[config.mk]
export PLATFORM = sky130hd
export DESIGN_NAME = adc_serial_responder_flat
export DESIGN_NICKNAME = d
export VERILOG_FILES = /design/src/rtl/adc_resp_pkg.sv /design/src/rtl/adc_serial_responder_if.sv /design/src/rtl/sync_edge_det.sv /design/src/rtl/adc_serial_responder.sv /design/src/flat_wrapper.sv
export SDC_FILE = /design/constraint.sdc
export NUM_CORES = 1
export LEC_CHECK = 0
export ABC_CLOCK_PERIOD_IN_PS = 4500
export BUFFER_PORTS_ARGS = -buffer_cell sky130_fd_sc_hd__buf_4
export CAP_MARGIN = 20
export CELL_PAD_IN_SITES_DETAIL_PLACEMENT = 0
export CELL_PAD_IN_SITES_GLOBAL_PLACEMENT = 1
export CORE_ASPECT_RATIO = 0.9
export CORE_UTILIZATION = 49
export DETAILED_ROUTE_END_ITERATION = 12
export GPL_TIMING_DRIVEN = 0
export PLACE_DENSITY_LB_ADDON = 0.1
export RECOVER_POWER = 100
export SKIP_LAST_GASP = 1
export SLEW_MARGIN = 10
export SYNTH_ARGS = -nofsm -noshare
export SYNTH_HDL_FRONTEND = slang
export SYNTH_SLANG_ARGS = --single-unit
[constraint.sdc]
create_clock -name s_clk -period 4.5 [get_ports s_clk]
set_input_delay 0.225 -clock s_clk [delete_from_list [all_inputs] [get_ports s_clk]]
set_output_delay 0.225 -clock s_clk [all_outputs]
set_load 0.05 [all_outputs]
[src/rtl/adc_resp_pkg.sv]
// Shared types and constants for the ADC serial responder.
// The FSM states and the synchronizer depth are used by both the top and the edge detector.
package adc_resp_pkg;

  localparam int SYNC_STAGES = 2;

  typedef enum logic [1:0] {
    IDLE    = 2'd0,
    CONVERT = 2'd1,
    READY   = 2'd2,
    SHIFT   = 2'd3
  } state_t;

endpackage

[src/rtl/adc_serial_responder_if.sv]
// Four-wire ADC link: the initiator drives CNV/SCK/SDI and the converter end drives SDO.
interface adc_serial_responder_if;

  logic ADC_CNV;
  logic ADC_SCK;
  logic ADC_SDI;
  logic ADC_SDO;

  modport master (output ADC_CNV, output ADC_SCK, output ADC_SDI, input ADC_SDO);
  modport slave  (input ADC_CNV, input ADC_SCK, input ADC_SDI, output ADC_SDO);

endinterface

[src/rtl/sync_edge_det.sv]
// Brings one asynchronous pin into s_clk, then reports its level and single-cycle rise/fall.
module sync_edge_det
  import adc_resp_pkg::*;
(
  input  logic s_clk,
  input  logic reset,
  input  logic async_in,
  output logic level,
  output logic rise,
  output logic fall
);

  logic [SYNC_STAGES-1:0] sync_r;
  logic                   prev_r;

  // Synchronizer chain plus the previous-level register used for edge detection.
  always_ff @(posedge s_clk or posedge reset) begin
    if (reset) begin
      sync_r <= '0;
      prev_r <= 1'b0;
    end else begin
      sync_r <= {sync_r[SYNC_STAGES-2:0], async_in};
      prev_r <= sync_r[SYNC_STAGES-1];
    end
  end

  assign level = sync_r[SYNC_STAGES-1];
  assign rise  = level & ~prev_r;
  assign fall  = ~level & prev_r;

endmodule

[src/rtl/adc_serial_responder.sv]
// Converter end of the CNV/SCK/SDI/SDO link: models conversion time, serves a latched
// sample MSB-first on SDO and captures the initiator's config word from SDI.
module adc_serial_responder
  import adc_resp_pkg::*;
#(
  parameter int DATA_W      = 16,
  parameter int CFG_W       = 6,
  parameter int CONV_CYCLES = 70
) (
  input  logic                  s_clk,
  input  logic                  reset,
  adc_serial_responder_if.slave adc,
  input  logic [DATA_W-1:0]     sample_i,
  output logic                  busy_o,
  output logic [CFG_W-1:0]      cfg_o,
  output logic                  cfg_valid_o,
  output logic                  frame_done_o,
  output logic                  overrun_o
);

  localparam int CONV_W    = (CONV_CYCLES > 1) ? $clog2(CONV_CYCLES) : 1;
  localparam int BIT_W     = $clog2(DATA_W + 1);
  localparam int CFG_CNT_W = $clog2(CFG_W + 1);
  localparam logic [CONV_W-1:0] CONV_LOAD = CONV_W'(CONV_CYCLES - 1);

  logic cnv_level_s, cnv_rise_s, cnv_fall_unused_s;
  logic sck_level_unused_s, sck_rise_s, sck_fall_s;
  logic sdi_level_s, sdi_rise_unused_s, sdi_fall_unused_s;

  sync_edge_det u_cnv_sync (.s_clk(s_clk), .reset(reset), .async_in(adc.ADC_CNV),
                            .level(cnv_level_s), .rise(cnv_rise_s), .fall(cnv_fall_unused_s));
  sync_edge_det u_sck_sync (.s_clk(s_clk), .reset(reset), .async_in(adc.ADC_SCK),
                            .level(sck_level_unused_s), .rise(sck_rise_s), .fall(sck_fall_s));
  sync_edge_det u_sdi_sync (.s_clk(s_clk), .reset(reset), .async_in(adc.ADC_SDI),
                            .level(sdi_level_s), .rise(sdi_rise_unused_s), .fall(sdi_fall_unused_s));

  state_t                state_r, state_s;
  logic [CONV_W-1:0]     conv_cnt_r, conv_cnt_s;
  logic [BIT_W-1:0]      bit_cnt_r, bit_cnt_s;
  logic [CFG_CNT_W-1:0]  cfg_cnt_r, cfg_cnt_s;
  logic [DATA_W-1:0]     shift_r, shift_s;
  logic [CFG_W-1:0]      cfg_sr_r, cfg_sr_s;
  logic [CFG_W-1:0]      cfg_s;
  logic                  sdo_r, sdo_s;
  logic                  busy_s, cfg_valid_s, frame_done_s, overrun_s;

  // Next-state, datapath and output decode for the link FSM.
  always_comb begin
    state_s      = state_r;
    conv_cnt_s   = conv_cnt_r;
    bit_cnt_s    = bit_cnt_r;
    cfg_cnt_s    = cfg_cnt_r;
    shift_s      = shift_r;
    cfg_sr_s     = cfg_sr_r;
    cfg_s        = cfg_o;
    sdo_s        = sdo_r;
    busy_s       = busy_o;
    cfg_valid_s  = 1'b0;
    frame_done_s = 1'b0;
    overrun_s    = 1'b0;

    case (state_r)
      IDLE: begin
        if (cnv_rise_s) begin
          shift_s    = sample_i;
          conv_cnt_s = CONV_LOAD;
          busy_s     = 1'b1;
          state_s    = CONVERT;
        end else begin
          state_s = IDLE;
        end
      end
      CONVERT: begin
        // Any link activity while converting is a protocol violation and is otherwise ignored.
        if (cnv_rise_s || sck_rise_s || sck_fall_s) begin
          overrun_s = 1'b1;
        end else begin
          overrun_s = 1'b0;
        end
        if (conv_cnt_r == CONV_W'(0)) begin
          busy_s  = 1'b0;
          state_s = READY;
        end else begin
          conv_cnt_s = conv_cnt_r - CONV_W'(1);
        end
      end
      READY: begin
        if (!cnv_level_s) begin
          sdo_s     = shift_r[DATA_W-1];
          bit_cnt_s = '0;
          cfg_cnt_s = '0;
          cfg_sr_s  = '0;
          state_s   = SHIFT;
        end else begin
          state_s = READY;
        end
      end
      SHIFT: begin
        if (cnv_rise_s) begin
          overrun_s  = 1'b1;
          shift_s    = sample_i;
          conv_cnt_s = CONV_LOAD;
          busy_s     = 1'b1;
          sdo_s      = 1'b0;
          state_s    = CONVERT;
        end else begin
          // Rise is handled before fall; they touch disjoint registers so both apply.
          if (sck_rise_s && (cfg_cnt_r < CFG_CNT_W'(CFG_W))) begin
            cfg_sr_s  = {cfg_sr_r[CFG_W-2:0], sdi_level_s};
            cfg_cnt_s = cfg_cnt_r + CFG_CNT_W'(1);
            if (cfg_cnt_r == CFG_CNT_W'(CFG_W - 1)) begin
              cfg_s       = cfg_sr_s;
              cfg_valid_s = 1'b1;
            end else begin
              cfg_valid_s = 1'b0;
            end
          end else begin
            cfg_valid_s = 1'b0;
          end
          if (sck_fall_s) begin
            shift_s   = {shift_r[DATA_W-2:0], 1'b0};
            bit_cnt_s = bit_cnt_r + BIT_W'(1);
            if (bit_cnt_r == BIT_W'(DATA_W - 1)) begin
              sdo_s        = 1'b0;
              frame_done_s = 1'b1;
              state_s      = IDLE;
            end else begin
              sdo_s = shift_r[DATA_W-2];
            end
          end else begin
            frame_done_s = 1'b0;
          end
        end
      end
      default: begin
        state_s = IDLE;
      end
    endcase
  end

  // State, datapath and registered outputs.
  always_ff @(posedge s_clk or posedge reset) begin
    if (reset) begin
      state_r      <= IDLE;
      conv_cnt_r   <= '0;
      bit_cnt_r    <= '0;
      cfg_cnt_r    <= '0;
      shift_r      <= '0;
      cfg_sr_r     <= '0;
      sdo_r        <= 1'b0;
      busy_o       <= 1'b0;
      cfg_o        <= '0;
      cfg_valid_o  <= 1'b0;
      frame_done_o <= 1'b0;
      overrun_o    <= 1'b0;
    end else begin
      state_r      <= state_s;
      conv_cnt_r   <= conv_cnt_s;
      bit_cnt_r    <= bit_cnt_s;
      cfg_cnt_r    <= cfg_cnt_s;
      shift_r      <= shift_s;
      cfg_sr_r     <= cfg_sr_s;
      sdo_r        <= sdo_s;
      busy_o       <= busy_s;
      cfg_o        <= cfg_s;
      cfg_valid_o  <= cfg_valid_s;
      frame_done_o <= frame_done_s;
      overrun_o    <= overrun_s;
    end
  end

  assign adc.ADC_SDO = sdo_r;

endmodule

[src/flat_wrapper.sv]
// flat-port wrapper written by rule: the top's interface ports become plain ports
module adc_serial_responder_flat import adc_resp_pkg::*;
#(
  parameter int DATA_W      = 16,
  parameter int CFG_W       = 6,
  parameter int CONV_CYCLES = 70
)
  (s_clk, reset, sample_i, busy_o, cfg_o, cfg_valid_o, frame_done_o, overrun_o, adc_ADC_CNV, adc_ADC_SCK, adc_ADC_SDI, adc_ADC_SDO);
  adc_serial_responder_if adc_i ();
  input  logic s_clk;
  input  logic reset;
  input  logic [DATA_W-1:0] sample_i;
  output logic busy_o;
  output logic [CFG_W-1:0] cfg_o;
  output logic cfg_valid_o;
  output logic frame_done_o;
  output logic overrun_o;
  input wire logic [$bits(adc_i.ADC_CNV)-1:0] adc_ADC_CNV;
  input wire logic [$bits(adc_i.ADC_SCK)-1:0] adc_ADC_SCK;
  input wire logic [$bits(adc_i.ADC_SDI)-1:0] adc_ADC_SDI;
  output wire logic [$bits(adc_i.ADC_SDO)-1:0] adc_ADC_SDO;
  assign adc_i.ADC_CNV = adc_ADC_CNV;
  assign adc_i.ADC_SCK = adc_ADC_SCK;
  assign adc_i.ADC_SDI = adc_ADC_SDI;
  assign adc_ADC_SDO = adc_i.ADC_SDO;
  adc_serial_responder #(.DATA_W(DATA_W), .CFG_W(CFG_W), .CONV_CYCLES(CONV_CYCLES)) u_core (.s_clk(s_clk), .reset(reset), .adc(adc_i), .sample_i(sample_i), .busy_o(busy_o), .cfg_o(cfg_o), .cfg_valid_o(cfg_valid_o), .frame_done_o(frame_done_o), .overrun_o(overrun_o));
endmodule
==> out/metrics.yaml, run 1 <==
ys_warn_count: 0
post-route-min-period_ns: 2.635
start_kind: "input port"
portBuffers: 31
synth_area_per_cell_sq_um: 10.92
worstPathMaxFanout: 30
first_pass_iters: 5
irDropWorstVdd_uv: 336.7
synth_edf_count: 0
remaining_drc_errors: 0
fin_crit_sh: 0.5856
fillers: 468
clk_latency_ns: 0.33
numCtsBuffers: 9
rsz0062_at_grt: "false"
cts_hold_buf: 4
dr.first_iter.drc_count: 91
final_antenna_net_count: 0
die_h_um: 72.54
skew_ns: 0.01244
synth_seq_cells: 57
ys.flop_type: "dfrtp_1"
num_vias: 2012
leakage_nw: 1.503
diodes: 0
grt_start_max_net_pins: 31
utilization: 0.6085
rows: 25
gr-usage-all-layers: 0.2171
cts-root-buf: "clkbuf_8"
syn_area_sq_um: 2709
drt-total-wl_um: 5426
cts_max_level: 3
clk_pin_slew_ns: 0.06
path_class: "input port to async pin"
antenna_found_initial: 0
drive_above_1_share: 0.1672
initial_core_util: 0.5124
ys_seq_area_frac: 0.5266
async_flop_share: 1.000
ys_types: 48
hold_violations: 0
slew_headroom: 0.03481
tightestPinTransition_ns: 1.448
nets: 326
p_per_area_nw_per_um2: 581.8
grt_overflow_total: 0
cts_tree: "yes"
cap_violations: 0
ctsResizeCount: 0
max_freq_mhz: 379.5
arrival_ns: 2.82
synthesis.nets: 279
die_area_sq_um: 5830
grt_pass1_vias: 2010
viasPerCell: 5.497
routedWlPerCell_um: 14.83
dpl.hpwl_um: 3798
slew_viol_final: 0
setup_viol: 0
ctsLongestPathBuffers: 2
gp_congestion: 0.7694
fin_tns_setup_ns: 0
ios: 32
die_width_um: 80.38
status: "finished clean"
critPathRequiredTime_ns: 4.68
cts_setup_buffers: 0
hold_class: "input port to register"
clkSinkCount: 57
synth_cells: 248
finalPower_mw: 1.871
core-area_sq_um: 5286
area_growth_pct: 18.75
grt_pass1_wl_um: 9356
crit_path_end_kind: "async pin"
## final timing paths
kind | start | endpoint | slack (ns) | cells after the start
worst max-delay path | reset | u_core.u_cnv_sync.prev_r | 1.86 | 4
worst min-delay path | sample_i[0] | u_core.shift_r[0] | 0.14 | 3
max in group s_clk | u_core.state_r[0] | u_core.cfg_o[2] | 2.07 | 5
worst max register to register | u_core.state_r[0] | u_core.cfg_o[2] | 2.07 | 5
worst min register to register | u_core.u_sck_sync.sync_r[0] | u_core.u_sck_sync.sync_r[1] | 0.35 | 0
min in group asynchronous | reset | u_core.u_sdi_sync.sync_r[0] | 0.73 | 3
## cell usage in the layout, fill, tap and decap left out, drive strengths merged, types with 4 or more instances in the layout
| cell type | synthesis | layout |
|---|---|---|
| dfrtp | 57 | 57 |
| clkbuf | 2 | 32 |
| nor2 | 22 | 22 |
| a21oi | 21 | 21 |
| inv | 17 | 17 |
| buf | 5 | 17 |
| mux2i | 16 | 16 |
| o21ai | 12 | 12 |
| nand2 | 12 | 12 |
| ha | 10 | 10 |
| mux2 | 10 | 10 |
| nor3 | 9 | 9 |
| nand3 | 6 | 6 |
| a22o | 5 | 5 |
| a31oi | 5 | 5 |
| nand2b | 4 | 4 |
| dlygate4sd3 | 0 | 4 |
| or3 | 4 | 4 |
## cell usage after synthesis (2+ instances only)
cell type | instances | share of area
nand2b_1 | 4 | 0.0092
o31ai_1 | 3 | 0.0083
a22o_1 | 5 | 0.016
a31oi_1 | 5 | 0.012
a21oi_1 | 21 | 0.039
o21ai_2 | 2 | 0.0065
mux2i_1 | 16 | 0.059
dfrtp_1 | 57 | 0.53
or3_1 | 3 | 0.0069
ha_1 | 10 | 0.046
buf_1 | 2 | 0.0028
inv_1 | 16 | 0.022
nor3b_1 | 2 | 0.0055
mux2_2 | 9 | 0.037
nand3_1 | 6 | 0.011
o21ai_0 | 10 | 0.018
nand2_1 | 12 | 0.017
a32o_1 | 3 | 0.011
clkbuf_1 | 2 | 0.0028
nor2_1 | 21 | 0.029
buf_2 | 3 | 0.0055
nor3_1 | 9 | 0.017
and3_1 | 2 | 0.0046
## registers in the layout, summed over array words and instances (netlist names)
register and count:
u_core.frame_done_o 1, u_core.conv_cnt_r 7, u_core.u_sdi_sync.sync_r 2, u_core.u_sck_sync.prev_r 1, u_core.u_cnv_sync.prev_r 1, u_core.adc.ADC_SDO 1, u_core.cfg_cnt_r 3, u_core.u_sck_sync.sync_r 2
u_core.u_cnv_sync.sync_r 2, u_core.shift_r 16, u_core.state_r 2, u_core.bit_cnt_r 5, u_core.cfg_o 6, u_core.overrun_o 1, u_core.cfg_valid_o 1, u_core.cfg_sr_r 5
u_core.busy_o 1
## power breakdown
group | internal (mW) | leakage [nW] | switching [mW]
clock network | 0.322 | 0.104 | 0.198
logic | 0.229 | 0.691 | 0.395
registers | 0.638 | 0.707 | 0.0893
total | 1.19 | 1.50 | 0.683
## critical path: stages
cell,delay [ns]
dlygate4sd3_1,0.54
clkbuf_4,0.13
inv_1,0.78
clkbuf_1,1.13
## metrics by stage
stage                     hold WS, ns  area [sq um]  std cells  worst slack (ns)
after floorplan                0.2564          2709        248             2.733
after global placement         0.3334          3025        346             2.116
after detailed placement       0.3347          3045        347             2.393
after CTS                      0.1252          3303        366             2.381
after global routing           0.1260          3217        366             1.326
final                          0.1436          3217        366             1.865
## metal layers
layer | part of all wire | global-route usage | up-vias
met5 | 0 | 0 | -
met4 | 0.0070 | 0.05357 | 0
met3 | 0.043 | 0.08679 | 4
met2 | 0.47 | 0.3427 | 45
met1 | 0.48 | 0.2794 | 971
li1 | - | - | 992
## cell type report
type,instances,area [sq um],area share
inverters,17,63.81,0.01984
plain buffers,7,27.53,0.008557
clock inverters,5,80.08,0.02489
repair buffers,36,235.2,0.07312
clock buffers,10,137.6,0.04278
flip-flops and latches,57,1426,0.4434
well taps,67,83.83,0.02606
multi-input cells,167,1162,0.3613
## logic make-up (layout without fill, tap and decap cells)
family,after synthesis,count (layout),share of synthesized area
AOI/OAI and AO/OA,60,60,0.1469
adders and majority gates,10,10,0.04619
buffers and inverters,24,75,0.03464
DFF,57,57,0.5266
muxes,26,26,0.1007
and+or+nand+nor,71,71,0.1450
No activity file was read; power rests on OpenSTA's default activity.
==> inputs of run 2 (changes only) <==
- ABC_CLOCK_PERIOD_IN_PS: 4500 -> 2700
- CORE_UTILIZATION: 49 -> 46
- clock period: 4.5 -> 2.7 ns (I/O delays scaled with it)
==> run 2 against run 1 <==
Against the previous run: critical path depth up 1; sequential share of layout area is 0.052 points lower; power is 66% higher; clock power rose by 64%; wire length grew 1.2%; critical endpoint is now u_core.cfg_o[3]; register-to-register slack worse by 1.6 ns; largest power group unchanged; combinational power up 65%; global-route usage decreased by 1.6 points.
==> out/metrics.yaml, run 2 (same netlist as run 1, synthesis figures left out) <==
cts_tree: "yes"
cts-root-buf: "clkbuf_8"
critPathTopFamily: "simple AND/OR/NAND/NOR gates"
top_regs: "u_core.shift_r x16, u_core.conv_cnt_r x7, u_core.cfg_o x6"
ios: 32
critPathRequiredTime_ns: 2.92
utilization: 0.5657
routedWlPerCell_um: 14.85
clk_latency_ns: 0.34
hold_class: "input port to register"
regMostFlops: "u_core.shift_r"
fin_ws_ns: 0.4291
area_growth_pct: 18.89
dr.first_iter.drc_count: 92
portBuffers: 31
hold_slack_ns: 0.03940
drt-total-wl_um: 5493
ff_latch_area_sq_um: 1426
fillers: 508
cts_max_level: 3
drive_above_1_share: 0.1733
path_class: "register to register"
crit_buf_inv: 1
reg2reg_slack_ns: 0.43
fin_tns_setup_ns: 0
gp_congestion: 0.7453
largest_reg_flops: 16
slew_viol_final: 0
irDropWorstVdd_uv: 459.6
setup_viol: 0
grt_overflow_total: 0
viasPerCell: 5.414
antenna_found_initial: 0
crit_path_end_kind: "register"
ctsResizeCount: 0
die_area_sq_um: 6200
grt_pass1_vias: 2013
max_freq_mhz: 440.4
cpPeakStageDelay_ns: 0.64
remaining_drc_errors: 0
tightestPinTransition_ns: 0.9301
rsz0062_at_grt: "false"
finalPower_mw: 3.102
layout_commonest_cell: "dfrtp_1"
fin_crit_sh: 0.8411
multi_input_area_sq_um: 1169
num_vias: 2003
initial_core_util: 0.4758
worstPathMaxFanout: 9
core-area_sq_um: 5693
crit_chain: "ha_1 -> inv_2 -> nor2_1 -> nand4_2 -> mux2_2"
pre_cts_ws_ns: 0.5864
clk_pin_slew_ns: 0.07
dpl.hpwl_um: 3792
numCtsBuffers: 9
die_width_um: 82.89
die_h_um: 74.80
cap_violations: 0
arrival_ns: 2.49
status: "finished clean"
rows: 26
leakage_nw: 1.516
diodes: 0
grt_pass1_wl_um: 9549
first_pass_iters: 4
slowest_stage: "nor2_1"
final_antenna_net_count: 0
start_kind: "register"
grt_start_max_net_pins: 37
clkSinkCount: 57
gr-usage-all-layers: 0.2013
cts_hold_buf: 4
cts_setup_buffers: 0
p_per_area_nw_per_um2: 963.2
slew_headroom: 0.3762
hold_violations: 0
post-route-min-period_ns: 2.271
layout_common_cells: "dfrtp_1 (57), nor2_1 (22), a21oi_1 (21), clkbuf_1 (18)"
ctsLongestPathBuffers: 2
skew_ns: 0.006930
nets: 326
==> run 2: cell types whose count changed in the layout (fill, tap and decap cells not counted), sizes merged <==
cell,before,now
clkinv,1,3
clkinvlp,2,1
==> run 2: per-stage QoR <==
| stage | cells | instance area [sq um] |
|---|---|---|
| 2_1_floorplan | 248 | 2709 |
| 3_3_place_gp | 349 | 3029 |
| 3_5_place_dp | 350 | 3049 |
| 4_1_cts | 370 | 3299 |
| 5_1_grt | 370 | 3221 |
| 6_report | 370 | 3221 |
==> run 2: final timing paths <==
check / from / endpoint / cells past startpoint
worst min-delay path: sample_i[0] / u_core.shift_r[0] / 3
max in group asynchronous: reset / u_core.conv_cnt_r[3] / 4
min in group asynchronous: reset / u_core.cfg_o[0] / 3
worst max-delay path: u_core.state_r[0] / u_core.cfg_o[3] / 5
worst max register to register: u_core.state_r[0] / u_core.cfg_o[3] / 5
worst min register to register: u_core.u_cnv_sync.sync_r[0] / u_core.u_cnv_sync.sync_r[1] / 0
==> run 2: final cells by class <==
type / instances / area share
flip-flops and latches: 57 / 0.4429
multi-input cells: 167 / 0.3629
repair buffers: 36 / 0.07343
clock buffers: 10 / 0.03963
well taps: 70 / 0.02720
clock inverters: 6 / 0.02564
inverters: 17 / 0.01981
plain buffers: 7 / 0.008547
==> run 2: worst reg2reg max path, stage by stage (launching register included) <==
cell	delay, ns
dfrtp_1	0.39
ha_1	0.27
inv_2	0.13
nor2_1	0.64
nand4_2	0.36
mux2_2	0.36
==> run 2: layer usage <==
metal | vias to the layer above | global-route usage | part of all wire
li1 | 990 | - | -
met1 | 957 | 0.2553 | 0.47
met2 | 49 | 0.3306 | 0.48
met3 | 7 | 0.05702 | 0.039
met4 | 0 | 0.08621 | 0.015
met5 | - | 0 | 0
==> run 2: power by group <==
group	internal, mW	total, mW	switching, mW
Combinational	0.377	1.03	0.657
Sequential	1.06	1.21	0.152
Clock	0.514	0.854	0.339
==> inputs of run 3 (changes only) <==
- ABC_CLOCK_PERIOD_IN_PS: 2700 -> 2260
- clock period: 2.7 -> 2.26 ns (I/O delays scaled with it)
==> run 3 against run 2 <==
Against the previous run: clock-buffer cell count stayed put; combinational power up 22%; first-iteration DRC count is 12% higher; critical path type unchanged; sequential share of layout area shrank 0.26 points; worst setup slack got worse by 0.25 ns; register-to-register slack got worse by 0.25 ns.
==> out/metrics.yaml, run 3 (same netlist as run 1, synthesis figures left out) <==
hold_class: "input port to register"
worstPathMaxFanout: 9
portBuffers: 31
crit_buf_inv: 3
layout_commonest_cell: "dfrtp_1"
cts_tree: "yes"
leakage_nw: 1.522
die_area_sq_um: 6200
pre_cts_ws_ns: 0.1464
first_pass_iters: 4
grt_pass1_vias: 2013
status: "finished clean"
initial_core_util: 0.4758
drt-total-wl_um: 5481
rows: 26
fin_ws_ns: 0.1774
top_regs: "u_core.shift_r x16, u_core.conv_cnt_r x7, u_core.cfg_o x6"
ctsLongestPathBuffers: 2
diodes: 0
core-area_sq_um: 5693
remaining_drc_errors: 0
routedWlPerCell_um: 14.81
regMostFlops: "u_core.shift_r"
nets: 326
viasPerCell: 5.427
num_vias: 2008
instances_no_fill: 370
clk_latency_ns: 0.34
start_kind: "register"
hold_violations: 0
p_per_area_nw_per_um2: 1151
ios: 32
setup_viol: 0
die_h_um: 74.80
arrival_ns: 2.27
dr.first_iter.drc_count: 103
layout_common_cells: "dfrtp_1 (57), nor2_1 (21), a21oi_1 (20)"
slew_viol_final: 0
critPathRequiredTime_ns: 2.45
rsz0062_at_grt: "false"
post-route-min-period_ns: 2.083
die_width_um: 82.89
clkSinkCount: 57
clk_pin_slew_ns: 0.07
grt_start_max_net_pins: 37
irDropWorstVdd_uv: 553.0
path_common_cell: "inv_1"
finalPower_mw: 3.728
numCtsBuffers: 9
cts-root-buf: "clkbuf_8"
gp_congestion: 0.7453
area_growth_pct: 19.58
cts_max_level: 3
crit_chain: "inv_1 -> ha_1 -> clkbuf_1 -> inv_1 -> nor3_1 -> a41oi_1"
cts_setup_buffers: 0
final_antenna_net_count: 0
crit_path_end_kind: "register"
slowest_stage: "nor3_1"
fillers: 501
slew_headroom: 0.4032
tightestPinTransition_ns: 0.8952
path_class: "register to register"
place_inst: 350
grt_overflow_total: 0
critPathTopFamily: "buffers and inverters"
fin_crit_sh: 0.9215
dpl.hpwl_um: 3792
cpPeakStageDelay_ns: 0.50
drive_above_1_share: 0.1933
skew_ns: 0.006985
gr-usage-all-layers: 0.2013
antenna_found_initial: 0
max_freq_mhz: 480.2
largest_reg_flops: 16
cap_violations: 0
grt_pass1_wl_um: 9549
-- run 3: final timing paths --
kind	start	to	slack (ns)	cells after the start
worst min-delay path	sample_i[0]	u_core.shift_r[0]	0.02	3
max in group asynchronous	reset	u_core.conv_cnt_r[3]	0.41	4
worst max-delay path	u_core.state_r[0]	u_core.conv_cnt_r[6]	0.18	6
min in group asynchronous	reset	u_core.cfg_o[0]	0.49	3
worst min register to register	u_core.u_cnv_sync.sync_r[0]	u_core.u_cnv_sync.sync_r[1]	0.35	0
worst max register to register	u_core.state_r[0]	u_core.conv_cnt_r[6]	0.18	6
-- run 3: metrics by stage --
step / setup TNS [ns] / instance area, sq um / hold WS [ns] / utilization
2_1_floorplan: 0 / 2709 / 0.1444 / -
3_3_place_gp: -1.645 / 3029 / 0.2226 / 0.5321
3_5_place_dp: 0 / 3049 / 0.1682 / 0.5356
4_1_cts: 0 / 3299 / 0.002629 / 0.5796
5_1_grt: 0 / 3239 / 0.05120 / 0.5690
6_report: 0 / 3239 / 0.01789 / 0.5690
-- run 3: power by group --
group          switching [mW]  internal [mW]  total, mW
logic                   0.795          0.462       1.26
registers               0.181           1.27       1.45
clock network           0.407          0.614       1.02
-- run 3: cell type report --
type | instances | area [sq um] | share of cell area
Buffer | 7 | 30.03 | 0.009270
Clock buffer | 10 | 127.6 | 0.03940
Multi-Input combinational cell | 167 | 1185 | 0.3658
Clock inverter | 6 | 82.58 | 0.02549
Inverter | 17 | 63.81 | 0.01970
Tap cell | 70 | 87.58 | 0.02704
Timing Repair Buffer | 36 | 236.5 | 0.07300
Sequential cell | 57 | 1426 | 0.4403
-- run 3: worst reg2reg max path, delay by kind of cell, from the launching register on --
family          cells  cell delay (ns)
buf+inv             3             0.59
simple gates        1             0.50
flops               1             0.40
fa+ha+maj           1             0.27
compound gates      1             0.19
-- run 3: what timing repair did --
item / in CTS / in global routing
hold buffers: 4 / 0
endpoints found under the hold margin: 24 / 0
gates resized for setup: 0 / 1
setup endpoints to repair: 0 / 5
-- run 3: per-layer routing --
layer / GRT usage / share of wire / vias up
met5: 0 / 0 / -
met4: 0.08621 / 0.016 / 0
met2: 0.3306 / 0.48 / 41
li1: - / - / 992
met1: 0.2553 / 0.47 / 968
met3: 0.05702 / 0.040 / 7
